$ cat src/rtl/nubus_master_retry.sv
// NuBus master transaction sequencer: launch, bus timeout timer, TRY_AGAIN_LATER retry with fixed backoff.
// State advances on the rising edge of nub_clkn (NuBus clock falling edge); NUBUS_RETRY_STATS_EN adds a retry counter.
module nubus_master_retry #(
  parameter int TIMEOUT_CYCLES = 255,
  parameter int RETRY_MAX      = 7,
  parameter int BACKOFF_CYCLES = 4
) (
  input  logic       nub_clkn,
  input  logic       nub_resetn,
  input  logic       cpu_req,
  output logic       cpu_ack_o,
  output logic [1:0] cpu_status_o,
  output logic       busy_o,
  output logic       mst_start_o,
  input  logic       mst_ack,
  input  logic [1:0] nub_tmn,
  output logic       mst_timeout_o,
  output logic       mst_tryagain_o
`ifdef NUBUS_RETRY_STATS_EN
  ,
  input  logic       stat_clr,
  output logic [7:0] stat_retries_o
`endif
);

  localparam logic [1:0] TMN_COMPLETE        = 2'd0;
  localparam logic [1:0] TMN_ERROR           = 2'd1;
  localparam logic [1:0] TMN_TIMEOUT_ERROR   = 2'd2;
  localparam logic [1:0] TMN_TRY_AGAIN_LATER = 2'd3;

  localparam int TW = $clog2(TIMEOUT_CYCLES + 1);
  localparam int RW = (RETRY_MAX > 0) ? $clog2(RETRY_MAX + 1) : 1;
  localparam int BW = $clog2(BACKOFF_CYCLES + 1);

  localparam logic [TW-1:0] TIMER_LAST   = TW'(TIMEOUT_CYCLES - 1);
  localparam logic [RW-1:0] RETRY_LIMIT  = RW'(RETRY_MAX);
  localparam logic [BW-1:0] BACKOFF_LAST = BW'(BACKOFF_CYCLES - 1);

  typedef enum logic [2:0] {
    S_IDLE,
    S_LAUNCH,
    S_WAIT,
    S_BACKOFF,
    S_DONE
  } state_t;

  state_t        r_state;
  logic [TW-1:0] r_timer;
  logic [RW-1:0] r_retry;
  logic [BW-1:0] r_backoff;
  logic          r_start;
  logic          r_cpu_ack;
  logic          r_timeout;
  logic          r_tryagain;
  logic [1:0]    r_status;
  logic          w_tal_ack;

  assign w_tal_ack = mst_ack && (nub_tmn == TMN_TRY_AGAIN_LATER);

  always_ff @(posedge nub_clkn) begin
    if (!nub_resetn) begin
      r_state    <= S_IDLE;
      r_timer    <= '0;
      r_retry    <= '0;
      r_backoff  <= '0;
      r_start    <= 1'b0;
      r_cpu_ack  <= 1'b0;
      r_timeout  <= 1'b0;
      r_tryagain <= 1'b0;
      r_status   <= TMN_COMPLETE;
    end else begin
      r_start    <= 1'b0;
      r_cpu_ack  <= 1'b0;
      r_timeout  <= 1'b0;
      r_tryagain <= 1'b0;
      case (r_state)
        S_IDLE: begin
          if (cpu_req) begin
            r_retry <= '0;
            r_timer <= '0;
            r_start <= 1'b1;
            r_state <= S_LAUNCH;
          end
        end
        S_LAUNCH: begin
          // The launch clock is clock 0 of the timeout window, so WAIT begins at 1.
          r_timer <= TW'(1);
          r_state <= S_WAIT;
        end
        S_WAIT: begin
          if (w_tal_ack) begin
            r_tryagain <= 1'b1;
            if (r_retry < RETRY_LIMIT) begin
              r_retry   <= r_retry + RW'(1);
              r_backoff <= '0;
              r_state   <= S_BACKOFF;
            end else begin
              r_status  <= TMN_TRY_AGAIN_LATER;
              r_cpu_ack <= 1'b1;
              r_state   <= S_DONE;
            end
          end else if (mst_ack) begin
            r_status  <= nub_tmn;
            r_cpu_ack <= 1'b1;
            r_state   <= S_DONE;
          end else if (r_timer == TIMER_LAST) begin
            r_timeout <= 1'b1;
            r_status  <= TMN_TIMEOUT_ERROR;
            r_cpu_ack <= 1'b1;
            r_state   <= S_DONE;
          end else begin
            r_timer <= r_timer + TW'(1);
          end
        end
        S_BACKOFF: begin
          if (r_backoff == BACKOFF_LAST) begin
            r_timer <= '0;
            r_start <= 1'b1;
            r_state <= S_LAUNCH;
          end else begin
            r_backoff <= r_backoff + BW'(1);
          end
        end
        S_DONE: begin
          r_state <= S_IDLE;
        end
        default: begin
          r_state <= S_IDLE;
        end
      endcase
    end
  end

  assign cpu_ack_o      = r_cpu_ack;
  assign cpu_status_o   = r_status;
  assign busy_o         = (r_state != S_IDLE);
  assign mst_start_o    = r_start;
  assign mst_timeout_o  = r_timeout;
  assign mst_tryagain_o = r_tryagain;

`ifdef NUBUS_RETRY_STATS_EN
  logic [7:0] r_stat;

  // Clear wins over a same-clock increment; the count sticks at 255.
  always_ff @(posedge nub_clkn) begin
    if (!nub_resetn || stat_clr) begin
      r_stat <= '0;
    end else if ((r_state == S_WAIT) && w_tal_ack && (r_stat != 8'hFF)) begin
      r_stat <= r_stat + 8'd1;
    end
  end

  assign stat_retries_o = r_stat;
`endif

endmodule

$ cat config.mk
export PLATFORM = sky130hd
export DESIGN_NAME = nubus_master_retry
export DESIGN_NICKNAME = d
export VERILOG_FILES = /design/src/rtl/nubus_master_retry.sv
export SDC_FILE = /design/constraint.sdc
export NUM_CORES = 1
export LEC_CHECK = 0
export BUFFER_PORTS_ARGS = -buffer_cell sky130_fd_sc_hd__clkbuf_2
export CAP_MARGIN = 10
export CORE_ASPECT_RATIO = 2
export CORE_UTILIZATION = 39
export CTS_CLUSTER_SIZE = 16
export DETAILED_ROUTE_END_ITERATION = 8
export SLEW_MARGIN = 20
export SYNTH_ARGS = -nofsm -noshare
export SYNTH_HDL_FRONTEND = slang
export SYNTH_SLANG_ARGS = --single-unit
$ cat constraint.sdc
create_clock -name nub_clkn -period 2.1 [get_ports nub_clkn]
set_clock_uncertainty 0.05 [all_clocks]
set_input_delay 0.21 -clock nub_clkn [delete_from_list [all_inputs] [get_ports nub_clkn]]
set_output_delay 0.21 -clock nub_clkn [all_outputs]
set_load 0.02 [all_outputs]
==> summary.md <==
| Metric | Value |
|---|---|
| H-Tree Depth | 1 |
| Status | complete, no violations |
| Pins Over Slew Limit | 0 |
| Fill count | roughly 290 |
| Data required, critical path | approximately 2.3 ns |
| Vias per Instance | between 5 and 6 |
| Clock-pin slew on the worst setup and hold paths | ~0.08 ns |
| Hold Violations, Final | 0 |
| Crit end category | flop |
| Largest net degree at the start of global routing | 20 |
| CTS tree | yes |
| Core area | roughly 2800 um2 |
| Vias in the first global route | ~1100 |
| EDFF count, synth | 0 |
| Synth warn | 0 |
| MaxCap Viol Count | 0 |
| Asr flop ratio synth | 0% |
| Clock root cell | clkbuf_8 |
| # setup viols final | 0 |
| Post-layout util | a little under half |
| DRC | 0 |
| Multi-input combinational cell area | 665.6 um2 |
| Iter 0 DRT Violations | 26 |
| Seq cells post-synth | 23 |
| Crit Path Max Fanout | 7 |
| Detail Route Antenna Nets | 0 |
| Compound-Gate Fraction of Synth Area | between 10% and 20% |
| Drt first pass iters | 4 |
| Post-synthesis adder-cell area fraction | roughly 5.3% |
| Multiplexer share of the synthesized area | 0% |
| Post-DR wirelength/cell | around 15 um |
| Final RePlAce weighted congestion | 0.7667 |
| Inserted Diodes | 0 |
| First-pass GRT wire length | roughly 4600 um |
| Leakage Power | 0.5554 nW |
| Min-delay worst type | primary input to flop |
| Fmax | ~520 MHz |
| Largest family of logic cells by synthesized area | simple AND/OR/NAND/NOR gates |
| Synth Flop Type | dfxtp_1 |
| Die Ht | approximately 80 um |
| # port buffers | 12 |
| CTS Buffer Depth | 2 |
| Drt total wl | 2795 um |
| Die Area | about 3300 um2 |
| Sink Count | 23 |
| Crit path launch type | flop |
| Post-CTS Hold Fix Bufs | 0 |
| Setup TNS | 0 ns |
| Vias | 1085 |
| Total Routing Usage GR | between 10% and 20% |
| Fin crit period | between 1.5 and 2 ns |
| Initial antenna violation count | 0 |
| Layout cells sized above 1 | between 10% and 20% |
| Pwr Density | between 600 and 700 nW/um2 |
| Slew HR | between 70% and 80% |
| Nets | approximately 170 |
| DP HPWL | 2044 um |
| Fraction of the mapped netlist area in simple logic gates | 31.38% |
| Part of the Yosys area used for sequential elements | ~40% |
| Row count | 27 |
| Tightest Pin Transition | between 0.4 and 0.5 ns |
| FF+latch area | 460.4 um2 |
| Syn avg cell area | between 8 and 9 um2 |
| RSZ-0062 raised after global routing | false |
| Crit share post-route | just over 90% |
| Clock buffer count from CTS | 3 |
| Cell area after synthesis | ~1200 um2 |
| IO Pins | 13 |
| Clk_lat worst skew | between 0.2 and 0.3 ns |
| Critical path class | flop to flop |
| Max VDD drop | 0.3976 mV |
| Gate Count Post-Synth | around 140 |
| Area Overhead vs Synth | 14.26% |
| Starting density of the core | about two fifths |
| Worst Path Arrival | 2.09 ns |
| Syn_nets | 154 |
| Total grt overflow | 0 |
| Die Width | between 40 and 50 um |
| XOR/XNOR Fraction of Synth Area | less than 1% |
| Library cells used by synthesis | 39 |
layout make-up:
cell class | count | area share (%)
Timing Repair Buffer | 18 | 7.821
Sequential cell | 23 | 34.26
Inverter | 8 | 2.235
Clock buffer | 3 | 3.073
Tap cell | 29 | 2.700
Clock inverter | 1 | 0.3724
Multi-Input combinational cell | 106 | 49.53
kinds of logic (layout without fill, tap and decap cells):
group                      count (synthesis)  in the layout
buffers and inverters                     14             30
xor gates and xnor gates                   1              1
DFF                                       23             23
AOI/OAI and AO/OA                         32             32
adders and majority gates                  5              5
and+or+nand+nor                           68             68
repair_timing:
action	4_1_cts	5_1_grt
endpoints found under the setup margin	0	7
gates resized for setup	0	2
buffers inserted	0	1
synth_stat cells (all sizes together) (3+ instances only):
cell type	instances	area share, %
dfxtp	23	39
nand2	14	4.5
nor2	11	3.5
a21oi	9	3.8
inv	8	2.6
o21ai	7	3.0
nand3	6	3.0
and3	5	2.7
ha	5	5.3
nand2b	4	2.1
nor3	4	1.7
nor4	4	2.1
or2	4	2.1
a211o	3	2.2
a21boi	3	1.9
buf	3	2.0
clkbuf	3	0.96
nand4	3	1.6
o22ai	3	1.6
or3	3	1.6
cell usage in the layout (no fill, tap or decap), types with 2 or more instances in the layout:
master    synthesis  routed
o22ai_1           3       3
a21oi_1           9       8
and2_1            2       2
dfxtp_1          23      23
nand4_1           3       3
a21boi_1          2       2
nor2_1           11      11
ha_1              5       5
o211ai_1          2       2
and3_1            5       5
o21ai_0           7       7
or2_1             3       3
nor4_1            4       4
nor4b_1           2       2
buf_4             1       6
nand2_1          14      14
nor3_1            4       4
inv_1             8       8
nand2b_1          4       4
nand3_1           5       5
clkbuf_2          0      12
a211o_1           3       3
clkbuf_8          0       3
or3_1             3       3
nor2b_1           2       2
state kept, by name (all words and copies together) (netlist names):
register	cells
cpu_ack_o	1
r_backoff	3
r_retry	3
cpu_status_o	2
mst_start_o	1
r_timer	8
mst_tryagain_o	1
mst_timeout_o	1
r_state	3
critical path: stages (launching register included):
cell	delay (ns)
dfxtp_1	0.37
ha_1	0.16
ha_1	0.19
nor2b_1	0.08
a21oi_2	0.16
o221ai_4	0.17
or4b_1	0.54
a21boi_1	0.15
power by group:
group          switching [mW]  total [mW]  internal, mW
Sequential             0.0156       0.464         0.449
Clock                   0.151       0.284         0.133
Combinational          0.0919       0.150        0.0579
Total                   0.258       0.898         0.639
path summary, 6_finish.rpt:
check	start	to	slack, ns	cells past startpoint
setup / recovery	r_backoff[0]$_SDFFE_PN0P_	r_timer[5]$_SDFFE_PN0P_	0.17	7
hold / removal	nub_tmn[0]	cpu_status_o[0]$_SDFFE_PN0P_	0.15	3
hold reg to reg	cpu_status_o[1]$_SDFFE_PN0P_	cpu_status_o[1]$_SDFFE_PN0P_	0.40	2
setup reg to reg	r_backoff[0]$_SDFFE_PN0P_	r_timer[5]$_SDFFE_PN0P_	0.17	7
metal layers:
metal | track usage, % | wire length, um | share of wire, % | vias up
li1 | - | - | - | 539
met1 | 20.87 | 1120 | 40 | 528
met2 | 35.00 | 1584 | 57 | 13
met3 | 3.064 | 44 | 1.6 | 5
met4 | 8.000 | 46 | 1.6 | 0
met5 | 0 | 0 | 0 | -
per-stage QoR:
step	worst slack, ns	area [um2]	instances	hold WS (ns)	power [mW]
after floorplan	0.3600	1176	143	0.2393	0.5724
after global placement	0.1488	1275	183	0.3863	0.6088
after global routing	0.02637	1344	188	0.1715	0.9377
after detailed placement	0.007747	1275	183	0.3937	0.6128
final	0.1688	1344	188	0.1496	0.8977
after CTS	0.01951	1321	187	0.1440	0.8928
No activity file was read; power rests on OpenSTA's default activity.
